**src/rtl/regfile_mp.sv**
```systemverilog
// Parametrised multi-read-port register file with a pending-write scoreboard and clear-sweep FSM.
// Optional macro REGFILE_BYPASS_EN adds write-through forwarding on every read port.
module regfile_mp #(
  parameter int unsigned DATA_W   = 32,
  parameter int unsigned ADDR_W   = 5,
  parameter int unsigned NUM_RD   = 2,
  parameter int unsigned ZERO_REG = 1
) (
  input  logic                     clk,
  input  logic                     rst,
  input  logic                     RegWEn,
  input  logic [ADDR_W-1:0]        rsW,
  input  logic [DATA_W-1:0]        dataW,
  input  logic [NUM_RD*ADDR_W-1:0] rsR,
  output logic [NUM_RD*DATA_W-1:0] dataR,
  output logic [NUM_RD-1:0]        rd_pend,
  input  logic                     alloc_en,
  input  logic [ADDR_W-1:0]        alloc_addr,
  input  logic                     clr_start,
  output logic                     clr_busy,
  output logic                     clr_done
);

  localparam int unsigned DEPTH = 2 ** ADDR_W;

  typedef enum logic [0:0] {StIdle, StSweep} state_e;

  state_e              stateQ, stateD;
  logic [ADDR_W-1:0]   idxQ, idxD;
  logic [DATA_W-1:0]   regQ [DEPTH];
  logic [DATA_W-1:0]   regD [DEPTH];
  logic [DEPTH-1:0]    pendQ, pendD;

  logic sweeping;
  logic lastIdx;
  logic zeroW;
  logic zeroA;

  assign sweeping = (stateQ == StSweep);
  assign lastIdx  = (idxQ == ADDR_W'(DEPTH - 1));
  assign zeroW    = (ZERO_REG != 0) && (rsW == '0);
  assign zeroA    = (ZERO_REG != 0) && (alloc_addr == '0);
  assign clr_busy = sweeping;

  // Clear-sweep sequencer
  always_comb begin
    stateD   = stateQ;
    idxD     = idxQ;
    clr_done = 1'b0;
    unique case (stateQ)
      StIdle: begin
        if (clr_start) begin
          stateD = StSweep;
          idxD   = '0;
        end
      end
      StSweep: begin
        idxD = idxQ + 1'b1;
        if (lastIdx) begin
          clr_done = 1'b1;
          stateD   = StIdle;
        end
      end
      default: stateD = StIdle;
    endcase
  end

  // Priority: sweep clear, then writeback, then allocation (newest producer wins).
  always_comb begin
    regD  = regQ;
    pendD = pendQ;
    if (sweeping) begin
      regD[idxQ]  = '0;
      pendD[idxQ] = 1'b0;
    end
    if (RegWEn) begin
      if (!zeroW) begin
        regD[rsW] = dataW;
      end
      pendD[rsW] = 1'b0;
    end
    if (alloc_en && !zeroA) begin
      pendD[alloc_addr] = 1'b1;
    end
    if (ZERO_REG != 0) begin
      regD[0]  = '0;
      pendD[0] = 1'b0;
    end
  end

  always_ff @(posedge clk or negedge rst) begin
    if (!rst) begin
      stateQ <= StIdle;
      idxQ   <= '0;
      pendQ  <= '0;
      for (int i = 0; i < int'(DEPTH); i++) begin
        regQ[i] <= '0;
      end
    end else begin
      stateQ <= stateD;
      idxQ   <= idxD;
      pendQ  <= pendD;
      regQ   <= regD;
    end
  end

  for (genvar k = 0; k < int'(NUM_RD); k++) begin : gRd
    logic [ADDR_W-1:0] addr;
    logic              isZero;

    assign addr   = rsR[k*ADDR_W +: ADDR_W];
    assign isZero = (ZERO_REG != 0) && (addr == '0);

`ifdef REGFILE_BYPASS_EN
    logic fwd;
    logic fwdAlloc;

    assign fwd      = RegWEn && (addr == rsW) && !isZero;
    // A same-cycle allocation makes the register pending again despite the forward.
    assign fwdAlloc = alloc_en && (alloc_addr == addr);

    assign dataR[k*DATA_W +: DATA_W] = isZero ? '0 : (fwd ? dataW : regQ[addr]);
    assign rd_pend[k]                = isZero ? 1'b0 : (fwd ? fwdAlloc : pendQ[addr]);
`else
    assign dataR[k*DATA_W +: DATA_W] = isZero ? '0 : regQ[addr];
    assign rd_pend[k]                = isZero ? 1'b0 : pendQ[addr];
`endif
  end

endmodule

```
**config.mk**
```make
export PLATFORM = sky130hd
export DESIGN_NAME = regfile_mp
export DESIGN_NICKNAME = d
export VERILOG_FILES = /design/src/rtl/regfile_mp.sv
export SDC_FILE = /design/constraint.sdc
export NUM_CORES = 2
export LEC_CHECK = 0
export ABC_AREA = 1
export ABC_CLOCK_PERIOD_IN_PS = 2200
export BUFFER_PORTS_ARGS = -buffer_cell sky130_fd_sc_hd__clkbuf_2
export CAP_MARGIN = 40
export CORE_ASPECT_RATIO = 1.4
export CORE_MARGIN = 5
export CORE_UTILIZATION = 45
export CTS_BUF_LIST = sky130_fd_sc_hd__clkbuf_8
export CTS_CLUSTER_SIZE = 20
export DETAILED_ROUTE_END_ITERATION = 10
export GPL_ROUTABILITY_DRIVEN = 0
export PLACE_DENSITY_LB_ADDON = 0.12
export SETUP_SLACK_MARGIN = 0.02
export SLEW_MARGIN = 25
export SYNTH_ARGS = -nofsm -noshare
export SYNTH_HDL_FRONTEND = slang
export SYNTH_SLANG_ARGS = --single-unit
```
**constraint.sdc**
```tcl
create_clock -name clk -period 2.2 [get_ports clk]
set_clock_uncertainty 0.1 [all_clocks]
set_input_delay 0.11 -clock clk [delete_from_list [all_inputs] [get_ports clk]]
set_output_delay 0.11 -clock clk [all_outputs]
set_load 0.01 [all_outputs]
```
# Yosys cells after proc, flatten, opt, wreduce, memory -nomap -nowiden
# Cells that the tools add are included.
# totals
register_bits	1029
inputBits	57
output_inout_bits	68
wordCells	112
# op_classes
add_sub_neg	1
order_cmp	14
eq_ne	2
muxes	38
bitwise	12
n_reduce_logical	11
# op_table
cell	n
two-way mux 992 bit	2
bitwise AND 992 x 1024 -> 1024 bit	1
bitwise mux 1024 bit	1
two-way mux 1024 bit	1
NOT 1024 bit	1
two-way mux 32 bit	11
binary-select mux 32 bit (select 5 bit)	2
demux 32 bit (select 5 bit)	2
bitwise AND 32 bit	2
NOT 32 bit	2
OR 32 bit	1
less-than comparator 5 x 6 -> 1 bit (second input constant)	5
greater-or-equal comparator 6 bit (second input constant)	4
NOT 5 -> 6 bit	4
logical NOT 5 bit	4
demux 1 bit (select 5 bit)	3
greater-or-equal comparator 5 x 1 -> 1 bit (second input constant)	3
less-than comparator 6 x 1 -> 1 bit (second input constant)	2
two-way mux 1 bit	11
binary-select mux 1 bit (select 5 bit)	2
case mux 5 bit (2 select lines)	1
logical AND 1 bit	6
adder 5 x 1 -> 5 bit (second input constant)	1
equality test 5 bit (second input constant)	1
other kinds (5)	5

# Longest topological paths before layout
# depth
ltp_word	11
mapped_depth	12
mapped_depth_nobuf	9

# Worst setup path before layout
# OpenSTA, ideal clock, no wires.
# synth_timing
path_type	reg2reg
startpoint	register stateQ (netlist: clr_busy)
endpoint	register regQ[5] (netlist bit)
setup_ps	128
arrival_time_ps	1455
required_ps	1972
setup_slack_ps	517
path_stages_with_launch	8
n_path_buf	3
period_less_slack_ps	1683
cell_sequence	dfrtp_1 -> buf_2 -> nand2_1 -> or2_2 -> clkbuf_1 -> clkbuf_1 -> nand3_1 -> o21ai_0
# synth_rtl
element	line_no	source
start, declared	28	state_e stateQ, stateD;
start signal, assigned	93	stateQ <= StIdle;
start signal, assigned	100	stateQ <= stateD;
end signal, assigned	103	regQ <= regD;
end, declared	30	logic [DATA_W-1:0] regQ [DEPTH];

# Worst setup path after layout
# layout_timing
startpoint	register regQ[368] (netlist bit)
endpoint	output dataR[48]
# layout_between
elab_chain_len	4
# layout_rtl
element	line_no	source
binary-select mux 32 bit (select 5 bit)	125	assign dataR[k*DATA_W +: DATA_W] = isZero ? '0 : regQ[addr];
two-way mux 32 bit (implied by the code) (2 in a row)	125	
two-way mux 32 bit	125	
end, declared	15	output logic [NUM_RD*DATA_W-1:0] dataR,
# Every way passes these cells. The select of a mux whose other input is x is not followed.

==> flow_summary.toml <==
[grt]
antenna_found_initial = 12
grt_pass1_vias = 64933
grt_pass1_wl_um = 436000
grt_usage_pct = 41.0
grt-ovfl-total = 0
grt_max_degree = 100

[final_layout]
multi_input_area_um2 = 31700
mostFrequentLayoutCell = "nand3_1"
final_cell_area_excluding_filler_cells_um2 = 74200
finalCoreUtilization_pct = 55.4
final-seq-area_um2 = 25700
fillers = 12744
drive_gt1_share_pct = 16.7
final-instance-count-excl-fill = 11000
nNetsFinal = 9136
final_cell_mix = "nand3_1, nand2_1, dfrtp_1"
layout-area-overhead-vs-synth_pct = 22.5

[pwr]
ir_worst_vdd_uv = 743
power_density_nw_per_um2 = 1090
p_leak_nw = 35.6

[place]
placed_wire_length_estimate_after_detailed_placement_um = 179000
post_dp_cell_area_um2 = 66000
placedCellCount = 10492
buffer_ports.inserted = 124

[floorplan]
ios = 125
placement_rows = 159
chipHeight_um = 444
start_util_pct = 45.2
full_die_area_um2 = 142000
core_um2 = 134000
die_w_um = 320

[critical_path]
endpoint = "dataR[48]"
rr_endpoint = "regQ[575]$_DFF_PN0_"
start_of_the_worst_register_to_register_path = "idxQ[0]$_DFFE_PN0P_"
crit_path_end_kind = "primary output"
worst_path_dominant_cell_family = "simple AND/OR/NAND/NOR gates"
critical-path-top-cell-by-count = "nand3_2"
cp.required_ps = 1990
r2r_cells = 12
worstSetupPathDepth = 7
timing.critical_path.arrival_ps = 2240
timing.critical_path.cells = "nor2_1 > a21oi_1 > nand3_2 > nand3_2 > nand3_4 > nand2_4 > buf_8"
critical_path_class = "flip-flop to primary output"
cp_slowest_cell = "dfrtp_1"
worst_setup_path_start_kind = "flip-flop"
critPathLaunch = "regQ[368]$_DFF_PN0_"
setup.reg_to_reg.worst_slack_ps = -40
critPathBufInv = 1
worst_path_largest_cell_delay_ps = 390
critical_path.max_fanout = 3

[yosys]
yosysSeqAreaShare_pct = 42.5
yosys.cell_types.count = 21
avgSynthCellArea_um2 = 6.75
area_of_the_mapped_netlist_um2 = 60500
post_synthesis_cells = 8962
synth-warning-count = 0
synth_nets = 9024
postSynthRegisterBits = 1029

[cts]
path_clk_slew_ps = 70
clock-sinks = 1029
maximum_level_of_the_cts_h_tree = 4
inserted_clock_buffers = 172
clock_tree.root_cell = "clkbuf_8"
tritoncts = "built"
cts.path.max_buffers = 3
clock_latency_ps = 980

[timing]
fmax_mhz = 408
fin_tns_setup_ps = -10480
final_critical_path_setup_slack_ps = -251
grt_setup_unrepaired = "yes"
layout_worst_path_cycle_share_pct = 111
hold_viol = 0
setup_violations = 71
final.min_clock_period_ps = 2450
timing.final.max_slew_violations = 0
timing_worst_slew_pin_value_ps = 853
max_slew_margin_pct = 43.0

[routing]
route.detailed.drc = 0
drt.antenna.violating_nets = 0
routed_wl_um = 308000
average_wire_per_standard_cell_um = 28.0
detailedRoute.firstIterationViolations = 10949
viasPerCell = 6.35
drt_pass1_iterations = 9
dr_total_vias = 69889

[run_status]
failed_checks = "negative setup slack"
status = "finished with violations"

[job]
maxCapViolations = 0

[hold_path]
hold_class = "primary input to flip-flop"
-- per-layer routing --
metal	global-route usage (%)	wire length (µm)	up-vias
met5	0.239	165	-
met4	27.7	26300	4
met3	13.0	42600	1550
met2	59.6	129000	5658
met1	52.2	111000	32913
li1	-	-	29764
-- kinds of logic after synthesis --
| group | synth area share [%] |
|---|---|
| AO/OA/AOI/OAI | 10.7 |
| flip-flops | 42.5 |
| adder cells (fa/ha/maj) | 0.103 |
| buffers and inverters | 9.36 |
| AND/OR/NAND/NOR | 37.3 |
-- timing repair --
action,4_1_cts,5_1_grt
resized for setup,301,479
buffers inserted,28,68
hold buffers,80,1
pin swaps,207,316
hold endpoints to repair,2057,5
cloned,0,5
setup endpoints to repair,67,176
-- report_power, final --
part           internal (W)  leakage, nW  switching (W)
Combinational        0.0117         19.9         0.0177
Clock               0.00959         2.08        0.00879
Sequential           0.0271         13.7        0.00595
Total                0.0484         35.6         0.0324
-- how the worst min path moves through the flow --
stage             start             endpoint  slack, ps  cells after the start
3_3_place_gp        rst  regQ[964]$_DFF_PN0_        -50                      1
2_1_floorplan       rst   clr_busy$_DFF_PN0_       -290                      0
3_5_place_dp        rst  regQ[964]$_DFF_PN0_        -50                      1
4_1_cts        dataW[2]  regQ[258]$_DFF_PN0_          3                      6
5_1_grt        dataW[2]  regQ[258]$_DFF_PN0_         60                      6
6_report       dataW[2]  regQ[258]$_DFF_PN0_         60                      6
-- cells in the mapped netlist --
master / count / area [µm²]
nand4_1: 1 / 6.26
a211oi_1: 1 / 7.51
inv_1: 648 / 2430
dfrtp_1: 1029 / 25700
o21ai_0: 938 / 4690
buf_1: 113 / 424
nor2_1: 311 / 1170
inv_2: 15 / 56.3
nor3_2: 1 / 10.0
nor2_2: 3 / 18.8
a21oi_1: 264 / 1320
clkbuf_1: 521 / 1960
nand2_1: 2365 / 8880
o31ai_1: 1 / 7.51
clkinv_1: 5 / 18.8
nor3_1: 4 / 20.0
o21ai_1: 88 / 440
nand3_1: 2492 / 12500
ha_1: 5 / 62.6
buf_2: 156 / 781
or2_2: 1 / 6.26
-- stage by stage --
stage / worst slack (ps) / hold slack (ps) / power, W
floorplan: 517 / -286 / 0.0490
global placement: 125 / -45.8 / 0.0575
detailed placement: 121 / -48.7 / 0.0583
CTS: -265 / 2.97 / 0.0776
global route: -290 / 61.4 / 0.0854
finish: -251 / 59.2 / 0.0808
-- state kept, by name, summed over array words and instances (netlist names) --
| signal | flops |
|---|---|
| idxQ | 5 |
| regQ | 992 |
| pendQ | 31 |
| clr_busy | 1 |
-- area by class of cell --
type | instances | share of cell area [%]
multi-input cells | 6475 | 42.8
flip-flops and latches | 1029 | 34.7
repair buffers | 728 | 11.2
clock buffers | 225 | 4.17
inverters | 668 | 3.46
well taps | 1771 | 2.99
clock inverters | 92 | 0.675
diodes | 12 | 0.0405
-- worst reg2reg max path, cell delays in order (launching register included) --
cell and delay (ps):
dfrtp_1 420, buf_4 150, buf_4 140, inv_2 70, ha_2 190, nand2_4 90, clkinvlp_4 130, buf_6 130
nand2_8 70, buf_12 150, clkbuf_16 210, nand3_1 110, o21ai_0 100
No activity file was read; power rests on OpenSTA's default activity.
